===== src/rtl/nv_nvdla_cvif_axi_pkg.sv =====
// nv_nvdla_cvif_axi_pkg: shared widths, FSM states and AW entry layout for the CVIF NoC write responder
package nv_nvdla_cvif_axi_pkg;
    localparam int ID_W       = 8;
    localparam int ADDR_W     = 64;
    localparam int DATA_W     = 512;
    localparam int BEAT_BYTES = DATA_W / 8;
    localparam int OFF_W      = $clog2(BEAT_BYTES);
    localparam int LEN_W      = 4;
    localparam int OS_W       = 4;
    typedef enum logic {IDLE, DATA} wr_state_e;
    typedef struct packed {
        logic [ID_W-1:0]   id;
        logic [LEN_W-1:0]  len;
        logic [ADDR_W-1:0] addr;
    } aw_entry_t;
endpackage


===== src/rtl/nv_nvdla_cvif_wr_rsp_fifo.sv =====
// nv_nvdla_cvif_wr_rsp_fifo: synchronous flop FIFO; a push on a full queue is taken only alongside a pop
module nv_nvdla_cvif_wr_rsp_fifo #(
    parameter int WIDTH = 8,
    parameter int DEPTH = 4
) (
    input  logic             clk_i,
    input  logic             rst_i,
    input  logic             push_i,
    input  logic [WIDTH-1:0] din_i,
    input  logic             pop_i,
    output logic [WIDTH-1:0] dout_o,
    output logic             full_o,
    output logic             empty_o
);
    localparam int PW = $clog2(DEPTH);
    logic [WIDTH-1:0] mem_q [DEPTH];
    logic [PW-1:0]    wp_q, rp_q;
    logic [PW:0]      cnt_q;
    logic             do_pop, do_push;
    assign full_o  = cnt_q == (PW+1)'(DEPTH);
    assign empty_o = cnt_q == '0;
    assign dout_o  = mem_q[rp_q];
    assign do_pop  = pop_i & ~empty_o;
    assign do_push = push_i & (~full_o | do_pop);
    always_ff @(posedge clk_i or posedge rst_i) begin
        if (rst_i) begin
            wp_q  <= '0;
            rp_q  <= '0;
            cnt_q <= '0;
        end else begin
            wp_q  <= do_push ? wp_q + PW'(1) : wp_q;
            rp_q  <= do_pop ? rp_q + PW'(1) : rp_q;
            cnt_q <= cnt_q + (PW+1)'(do_push) - (PW+1)'(do_pop);
        end
    end
    always_ff @(posedge clk_i) begin
        if (do_push) mem_q[wp_q] <= din_i;
    end
endmodule


===== src/rtl/nv_nvdla_cvif_noc_wr_responder.sv =====
// nv_nvdla_cvif_noc_wr_responder: AXI AW/W/B target draining W beats to a backpressured memory port
// with in-order B responses, sticky protocol error flag and outstanding-burst count.
module nv_nvdla_cvif_noc_wr_responder
    import nv_nvdla_cvif_axi_pkg::*;
#(
    parameter int AW_DEPTH = 4,
    parameter int B_DEPTH  = 4
) (
    input  logic                  nvdla_core_clk,
    input  logic                  nvdla_core_rst,
    input  logic                  cvif2noc_axi_aw_awvalid,
    output logic                  cvif2noc_axi_aw_awready,
    input  logic [ID_W-1:0]       cvif2noc_axi_aw_awid,
    input  logic [LEN_W-1:0]      cvif2noc_axi_aw_awlen,
    input  logic [ADDR_W-1:0]     cvif2noc_axi_aw_awaddr,
    input  logic                  cvif2noc_axi_w_wvalid,
    output logic                  cvif2noc_axi_w_wready,
    input  logic [DATA_W-1:0]     cvif2noc_axi_w_wdata,
    input  logic [BEAT_BYTES-1:0] cvif2noc_axi_w_wstrb,
    input  logic                  cvif2noc_axi_w_wlast,
    output logic                  noc2cvif_axi_b_bvalid,
    input  logic                  noc2cvif_axi_b_bready,
    output logic [ID_W-1:0]       noc2cvif_axi_b_bid,
    output logic                  mem_wr_en,
    input  logic                  mem_wr_ready,
    output logic [ADDR_W-1:0]     mem_wr_addr,
    output logic [DATA_W-1:0]     mem_wr_data,
    output logic [BEAT_BYTES-1:0] mem_wr_strb,
    output logic                  wr_err,
    output logic [OS_W-1:0]       wr_os_cnt
);
    aw_entry_t         aw_in, aw_head;
    logic              aw_full, aw_empty, aw_pop, aw_hs;
    logic [ID_W-1:0]   b_head;
    logic              b_full, b_empty, b_push, b_hs;
    wr_state_e         state_q, state_d;
    logic [ID_W-1:0]   id_q, id_d;
    logic [ADDR_W-1:0] addr_q, addr_d;
    logic [LEN_W-1:0]  len_q, len_d, cnt_q, cnt_d;
    logic              err_q, err_d, rdy_q, w_hs, last;
    logic [OS_W-1:0]   os_q, os_d;
    assign aw_in = '{id: cvif2noc_axi_aw_awid, len: cvif2noc_axi_aw_awlen, addr: cvif2noc_axi_aw_awaddr};
    // rdy_q keeps awready low while reset is held and for the first cycle after it
    assign cvif2noc_axi_aw_awready = rdy_q & ~aw_full;
    assign aw_hs = cvif2noc_axi_aw_awvalid & cvif2noc_axi_aw_awready;
    assign cvif2noc_axi_w_wready = (state_q == DATA) & mem_wr_ready & ~b_full;
    assign w_hs  = cvif2noc_axi_w_wvalid & cvif2noc_axi_w_wready;
    assign last  = cnt_q == len_q;
    assign noc2cvif_axi_b_bvalid = ~b_empty;
    assign noc2cvif_axi_b_bid    = b_empty ? '0 : b_head;
    assign b_hs  = noc2cvif_axi_b_bvalid & noc2cvif_axi_b_bready;
    assign mem_wr_en   = w_hs;
    assign mem_wr_addr = w_hs ? {addr_q[ADDR_W-1:OFF_W], {OFF_W{1'b0}}} : '0;
    assign mem_wr_data = w_hs ? cvif2noc_axi_w_wdata : '0;
    assign mem_wr_strb = w_hs ? cvif2noc_axi_w_wstrb : '0;
    assign wr_err    = err_q;
    assign wr_os_cnt = os_q;
    assign os_d = os_q + OS_W'(aw_hs) - OS_W'(b_hs);
    nv_nvdla_cvif_wr_rsp_fifo #(.WIDTH($bits(aw_entry_t)), .DEPTH(AW_DEPTH)) u_aw_q (
        .clk_i(nvdla_core_clk), .rst_i(nvdla_core_rst),
        .push_i(aw_hs), .din_i(aw_in), .pop_i(aw_pop), .dout_o(aw_head),
        .full_o(aw_full), .empty_o(aw_empty)
    );
    nv_nvdla_cvif_wr_rsp_fifo #(.WIDTH(ID_W), .DEPTH(B_DEPTH)) u_b_q (
        .clk_i(nvdla_core_clk), .rst_i(nvdla_core_rst),
        .push_i(b_push), .din_i(id_q), .pop_i(b_hs), .dout_o(b_head),
        .full_o(b_full), .empty_o(b_empty)
    );
    always_comb begin
        state_d = state_q;
        id_d    = id_q;
        addr_d  = addr_q;
        len_d   = len_q;
        cnt_d   = cnt_q;
        err_d   = err_q;
        aw_pop  = 1'b0;
        b_push  = 1'b0;
        if (state_q == IDLE) begin
            if (!aw_empty) begin
                aw_pop  = 1'b1;
                id_d    = aw_head.id;
                addr_d  = aw_head.addr;
                len_d   = aw_head.len;
                cnt_d   = '0;
                err_d   = err_q | (aw_head.addr[OFF_W-1:0] != '0);
                state_d = DATA;
            end
        end else if (w_hs) begin
            // burst length comes from awlen; wlast only feeds the error flag
            addr_d = addr_q + ADDR_W'(BEAT_BYTES);
            cnt_d  = cnt_q + LEN_W'(1);
            err_d  = err_q | (cvif2noc_axi_w_wlast != last);
            b_push = last;
            state_d = last ? IDLE : DATA;
        end
    end
    always_ff @(posedge nvdla_core_clk or posedge nvdla_core_rst) begin
        if (nvdla_core_rst) begin
            state_q <= IDLE;
            id_q    <= '0;
            addr_q  <= '0;
            len_q   <= '0;
            cnt_q   <= '0;
            err_q   <= 1'b0;
            os_q    <= '0;
            rdy_q   <= 1'b0;
        end else begin
            state_q <= state_d;
            id_q    <= id_d;
            addr_q  <= addr_d;
            len_q   <= len_d;
            cnt_q   <= cnt_d;
            err_q   <= err_d;
            os_q    <= os_d;
            rdy_q   <= 1'b1;
        end
    end
endmodule


===== config.mk =====
export PLATFORM = sky130hd
export DESIGN_NAME = nv_nvdla_cvif_noc_wr_responder
export DESIGN_NICKNAME = d
export VERILOG_FILES = /design/src/rtl/nv_nvdla_cvif_axi_pkg.sv /design/src/rtl/nv_nvdla_cvif_wr_rsp_fifo.sv /design/src/rtl/nv_nvdla_cvif_noc_wr_responder.sv
export SDC_FILE = /design/constraint.sdc
export NUM_CORES = 1
export LEC_CHECK = 0
export ABC_CLOCK_PERIOD_IN_PS = 6800
export CORE_AREA = 4 4 508 510
export DETAILED_ROUTE_END_ITERATION = 16
export DIE_AREA = 0 0 512 514
export SETUP_SLACK_MARGIN = 0.2
export SYNTH_ARGS = -nofsm -noshare
export SYNTH_HDL_FRONTEND = slang
export SYNTH_SLANG_ARGS = --single-unit

===== constraint.sdc =====
create_clock -name nvdla_core_clk -period 6.8 [get_ports nvdla_core_clk]
set_input_delay 1.36 -clock nvdla_core_clk [delete_from_list [all_inputs] [get_ports nvdla_core_clk]]
set_output_delay 1.36 -clock nvdla_core_clk [all_outputs]
set_load 0.02 [all_outputs]

# Word-level counts from Yosys, hierarchy flattened
# Memory sizes are Yosys's and may differ from the RTL's.
# Cells that the tools add are included.
[word_totals]
register_bits = 101
latchBits = 0
ram_bits = 336
mem_bits_ro = 0
inputBits = 659
output_inout_bits = 657
word_cells = 82
n_memories = 2
[op_classes]
add_sub_neg = 12
multipliers = 0
n_div = 0
magnitude_cmp = 0
eq_ne = 6
n_shift = 0
n_mux = 24
bitwise = 19
reduce_logical = 5
[memory_table]
columns = ["name", "depth", "width", "read_ports", "rd_ports_with_merged_regs", "wr", "line", "rtl"]
rows = [
  ["u_aw_q.mem_q", 4, 76, 1, 0, 1, "nv_nvdla_cvif_wr_rsp_fifo.sv:16", "logic [WIDTH-1:0] mem_q [DEPTH];"],
  ["u_b_q.mem_q", 4, 8, 1, 0, 1, "nv_nvdla_cvif_wr_rsp_fifo.sv:16", ""],
]
[op_table]
columns = ["op", "count"]
rows = [
  ["512-bit 2-to-1 mux", 1],
  ["64-bit 2-to-1 mux", 5],
  ["64-bit by 7-bit adder with 64-bit output, second input constant", 1],
  ["1-bit 2-to-1 mux", 14],
  ["4-bit 2-to-1 mux", 3],
  ["1-bit AND", 10],
  ["2-bit by 1-bit adder with 2-bit output, second input constant", 4],
  ["8-bit 2-to-1 mux", 1],
  ["3-bit by 1-bit adder with 3-bit output", 2],
  ["3-bit == test, second input constant", 2],
  ["3-bit logical NOT", 2],
  ["6-bit nonzero test", 1],
  ["3-bit by 1-bit subtractor with 3-bit output", 2],
  ["1-bit inverter", 5],
  ["4-bit by 1-bit adder with 4-bit output", 1],
  ["4-bit by 1-bit adder with 4-bit output, second input constant", 1],
  ["4-bit == test", 1],
  ["2-bit by 1-bit != test with 1-bit output, second input constant", 2],
  ["1-bit OR", 4],
  ["2-bit AND reduction", 2],
  ["4-bit by 1-bit subtractor with 4-bit output", 1],
  ["1-bit != test", 1],
]

# Longest topological paths before layout
# Gate-level depths: netlist of the first run.
[logic_depth]
depth_word = 9
ltp_mapped = 12
mapped_depth_nobuf = 10

# Cells and area by module
# Synthesis of the first run repeated with hierarchy kept, for this count alone.
[unflattened]
hier_cells = 1815
hier_area_um2 = 22233.8
[modules_own_cells]
columns = ["mod", "n_inst", "cells_per_inst", "area_per_inst_um2"]
rows = [
  ["nv_nvdla_cvif_wr_rsp_fifo at u_aw_q", 1, 434, 11402.2],
  ["nv_nvdla_cvif_noc_wr_responder", 1, 1303, 9250.1],
  ["nv_nvdla_cvif_wr_rsp_fifo at u_b_q", 1, 78, 1581.5],
]

# Worst setup path after synthesis of the first run
# OpenSTA, ideal clock, no wires.
[synth_path]
kind = "input-to-output"
start = "input port cvif2noc_axi_w_wvalid"
end = "output port mem_wr_data[100]"
t_arrival_ns = 2.548
t_required_ns = 5.440
slack_ns = 2.892
stages = 5
n_path_buf = 3
cell_sequence = "and3_1 > clkbuf_1 > clkbuf_1 > clkbuf_1 > and3_1"
[synth_via]
elab_chain_cells = 2
[synth_lines]
columns = ["element", "line", "rtl"]
rows = [
  ["from (decl)", "nv_nvdla_cvif_noc_wr_responder.sv:16", "input logic cvif2noc_axi_w_wvalid,"],
  ["1-bit AND", "nv_nvdla_cvif_noc_wr_responder.sv:47", "assign w_hs = cvif2noc_axi_w_wvalid & cvif2noc_axi_w_wready;"],
  ["512-bit 2-to-1 mux", "nv_nvdla_cvif_noc_wr_responder.sv:54", "assign mem_wr_data = w_hs ? cvif2noc_axi_w_wdata : '0;"],
  ["to (decl)", "nv_nvdla_cvif_noc_wr_responder.sv:27", "output logic [DATA_W-1:0] mem_wr_data,"],
]
# No other way between the ends.

# Final worst setup path of the first run
[layout_path]
start = "input port cvif2noc_axi_w_wvalid"
end = "output port mem_wr_addr[47]"
[layout_via]
elab_chain_cells = 2
[layout_lines]
columns = ["element", "line", "rtl"]
rows = [
  ["1-bit AND", "nv_nvdla_cvif_noc_wr_responder.sv:47", ""],
  ["64-bit 2-to-1 mux", "nv_nvdla_cvif_noc_wr_responder.sv:53", "assign mem_wr_addr = w_hs ? {addr_q[ADDR_W-1:OFF_W], {OFF_W{1'b0}}} : '0;"],
  ["to (decl)", "nv_nvdla_cvif_noc_wr_responder.sv:26", "output logic [ADDR_W-1:0] mem_wr_addr,"],
]
# No other way between the ends.

==> impl_metrics.csv, run 1 <==
group,metric,value,unit
run_status,outcome,"finished clean",
critical_path,worstSetupPathType,"primary input to primary output",
timing,finalMaxSlewViolations,0,
timing,fin_crit_sh,0.858,
floorplan,die_area,263000,sq um
timing,final-hold-violation-count,0,
layout,final_cells,6573,
cts,cts_hold_buf,0,
layout,nets,3747,
synthesis,synth_edf_count,336,
floorplan,dieWidth,512,um
synthesis,yosysTopAreaCell,"edfxtp_1",
timing,max_freq,0.171,GHz
critical_path,reg2regPathDepth,5,
global_routing,grt_max_degree,134,
timing,slew_headroom,0.161,
pwr,leakage,15.4,nW
global_routing,antenna_found_initial,318,
placement,gp_congestion,1.03,
pwr,clkPwrFrac,0.216,
critical_path,worst_path_most_repeated_cell,"clkdlybuf4s50_1",
cts,clk_latency,0.61,ns
cts,cts_buffer_depth,3,
route,wl,277000,um
critical_path,crit_slowest_cell,"clkdlybuf4s50_1",
route,viasPerCell,3.58,
route,vias,23600,
synthesis,avgSynthCellArea,12.0,sq um
route,avgRoutedWirePerCell,42.1,um
timing,grt_setup_unrepaired,"no",
timing,tns,0,ns
critical_path,path_max_fanout,67,
pwr,netSwitchingFraction,0.422,
global_routing,first_global_vias,22700,
cts,cts-htree-levels,2,
synthesis,async_flop_share,0.220,
placement,hpwl,246000,um
pwr,p_comb_frac,0.471,
pwr,seq_power_share,0.313,
critical_path,cp_num_cells,6,
timing,timing.final.crit_period,5.84,ns
critical_path,crit_chain,"clkdlybuf4s50_1, and3_4, nand2_1, buf_4, nor2_1, clkdlybuf4s50_1",
cts,cts_tree,"built",
floorplan,io_pins,1316,
placement,portBuffers,1309,
timing,whs,0.488,ns
timing,fin_skew,0.0443,ns
placement,placed_cell_area,39200,sq um
synthesis,synth_flop_cell,"edfxtp_1",
critical_path,crit_required,5.44,ns
synthesis,synth.distinct_cells,64,
synthesis,ys_seq_area_frac,0.560,
placement,dp_cells,6386,
floorplan,die_h,514,um
timing,worst_pin_slew,1.26,ns
critical_path,cpLargestDelayFamily,"buffers and inverters",
cts,root_buffer,"clkbuf_16",
pwr,internal_power,0.00724,W
critical_path,critPathArrivalTime,4.48,ns
cts,post_cts_buffers,0,
pwr,ir_drop,231,uV
floorplan,core-area,253000,sq um
min_path,hp-class,"flip-flop to flip-flop",
synthesis,yosysTopAreaCellShare,0.453,
route,drc,0,
synthesis,ys_ff_latch,431,
synthesis,synth_most_common_cell,"and3_1",
critical_path,setup.worst_path.end_class,"primary output",
global_routing,grt_first_pass_wirelength,328000,um
synthesis,synth_common_cells,"637 x and3_1, 336 x edfxtp_1, 171 x clkbuf_1, 96 x nand2_1, 95 x dfrtp_1",
cts,clk_pin_slew,0.07,ns
route,drt_iter0_markers,2057,
synthesis,synth_warnings,0,
route,drt_pass1_iterations,7,
layout,drive_above_1_share,0.0796,
floorplan,num_rows,185,
synthesis,syn_inst,1858,
global_routing,grtUsageTotal,0.201,
synthesis,syn_area,22200,sq um
job,cap_violations,0,
timing,setup_viol,0,
floorplan,start_util,0.0878,
min_path,whs_path_depth,2,
layout,area_delta_synth_final,84.5,%
pwr,p_sw,0.00528,W
layout,final_area,41100,sq um
pwr,pwr_density_cell,305,nW/um^2
critical_path,path_buf_inv,3,
critical_path,start_kind,"primary input",
cts,cts_num_sinks,431,
synthesis,synth.area.top_cells,"edfxtp_1 45%, and3_1 18%, dfrtp_1 11%",
global_routing,overflow,0,
layout,n_fill_cell,28200,
route,ant_nets,0,
critical_path,max_stage_delay,0.75,ns
cts,cts_buffers,45,
cts,cts_resized,0,
through the flow:
step                      setup slack [ns]  power [W]   util
after floorplan                       2.89    0.00658      -
after global placement               0.988    0.00985  0.155
after detailed placement              1.05    0.00992  0.155
after CTS                             1.03     0.0127  0.161
after global routing                 0.867     0.0130  0.162
final                                0.963     0.0125  0.162
layout by cell type (no fill, tap or decap), types with 5 or more instances in the layout:
| master | count |
|---|---|
| nor2_1 | 40 |
| clkinv_1 | 5 |
| ha_1 | 18 |
| xor2_1 | 6 |
| clkinvlp_4 | 5 |
| o211ai_1 | 15 |
| buf_4 | 54 |
| clkbuf_8 | 6 |
| nand3_1 | 40 |
| a311oi_1 | 7 |
| and2_1 | 19 |
| clkdlybuf4s50_1 | 1295 |
| a211oi_1 | 9 |
| conb_1 | 7 |
| bufinv_16 | 8 |
| diode_2 | 104 |
| nand2_1 | 96 |
| edfxtp_1 | 336 |
| nor3_1 | 11 |
| clkbuf_16 | 45 |
| or3_1 | 10 |
| dfrtp_1 | 93 |
| o311ai_0 | 9 |
| and3_4 | 5 |
| clkinv_2 | 5 |
| o22ai_1 | 21 |
| or4_1 | 10 |
| xnor2_1 | 14 |
| clkbuf_1 | 6 |
| nand4_1 | 24 |
| mux4_2 | 78 |
| a21oi_1 | 25 |
| o21ai_0 | 18 |
| and3_1 | 632 |
| buf_12 | 6 |
| nor4_1 | 16 |
| mux2i_1 | 9 |
| inv_1 | 33 |
final timing paths:
kind                                          startpoint                     endpoint  slack [ns]
worst max-delay path               cvif2noc_axi_w_wvalid              mem_wr_addr[47]        0.96
worst min-delay path                  wr_err$_DFFE_PP0P_           wr_err$_DFFE_PP0P_        0.49
worst max register to register  u_b_q.cnt_q[2]$_DFF_PP0_  u_b_q.mem_q[3][7]$_DFFE_PP_        3.16
worst min register to register        wr_err$_DFFE_PP0P_           wr_err$_DFFE_PP0P_        0.49
max in group asynchronous                 nvdla_core_rst       addr_q[22]$_DFFE_PP0P_        4.21
min in group asynchronous                 nvdla_core_rst       wr_os_cnt[3]$_DFF_PP0_        1.19
cell families after synthesis:
| logic type | after synthesis | share of synthesized area |
|---|---|---|
| multiplexers | 91 | 0.0850 |
| flip-flops | 431 | 0.560 |
| AO/OA/AOI/OAI | 126 | 0.0379 |
| XOR/XNOR | 20 | 0.00787 |
| AND/OR/NAND/NOR | 933 | 0.252 |
| buffers and inverters | 234 | 0.0436 |
| adder cells (fa/ha/maj) | 21 | 0.0128 |
| other | 2 | 0.000338 |
layer usage:
metal / GRT usage / vias up / routed length [um]
met5: 0 / - / 430
met4: 0.0790 / 66 / 13100
met3: 0.0766 / 585 / 27600
met2: 0.367 / 1673 / 142000
met1: 0.205 / 11600 / 93900
li1: - / 9628 / -
registers in the layout, summed over array words and instances, names as in the netlist:
name,count
rdy_q,1
u_b_q.mem_q,32
id_q,8
state_q,1
u_aw_q.mem_q,304
u_b_q.wp_q,2
wr_os_cnt,4
u_aw_q.rp_q,2
addr_q,58
u_aw_q.cnt_q,3
cnt_q,4
wr_err,1
u_b_q.cnt_q,3
len_q,4
u_aw_q.wp_q,2
u_b_q.rp_q,2
final cells by class:
cell class	instances	area (sq um)	area share
Clock buffer	57	1230	0.0300
Timing Repair Buffer	1355	13500	0.329
Inverter	36	139	0.00338
Sequential cell	431	12500	0.304
Clock inverter	26	384	0.00936
Multi-Input combinational cell	1198	8870	0.216
Tap cell	3366	4210	0.103
Antenna cell	104	260	0.00634
worst min-delay path: cells and delay by family, from the launching register on:
family / cells / cell delay (ns)
AO/OA/AOI/OAI: 2 / 0.10
flip-flops: 1 / 0.35
power groups by stage:
stage               logic, W  clock network [W]  registers, W
floorplan            0.00294                  0       0.00364
global placement     0.00591                  0       0.00394
detailed placement   0.00596                  0       0.00396
CTS                  0.00599            0.00275       0.00391
global route         0.00621            0.00286       0.00396
finish               0.00590            0.00270       0.00392
Power figures use the tool's default switching activity.
==> run 2: changes to the inputs <==
--- a/config.mk
+++ b/config.mk
@@ -9,7 +9,8 @@
 export CORE_AREA = 4 4 508 510
 export DETAILED_ROUTE_END_ITERATION = 16
 export DIE_AREA = 0 0 512 514
-export SETUP_SLACK_MARGIN = 0.2
+export HOLD_SLACK_MARGIN = 0.12
+export SETUP_SLACK_MARGIN = 0.4
 export SYNTH_ARGS = -nofsm -noshare
 export SYNTH_HDL_FRONTEND = slang
 export SYNTH_SLANG_ARGS = --single-unit
==> results of run 2 <==
No change in the layout: final DEF, timing and power equal those of run 1.
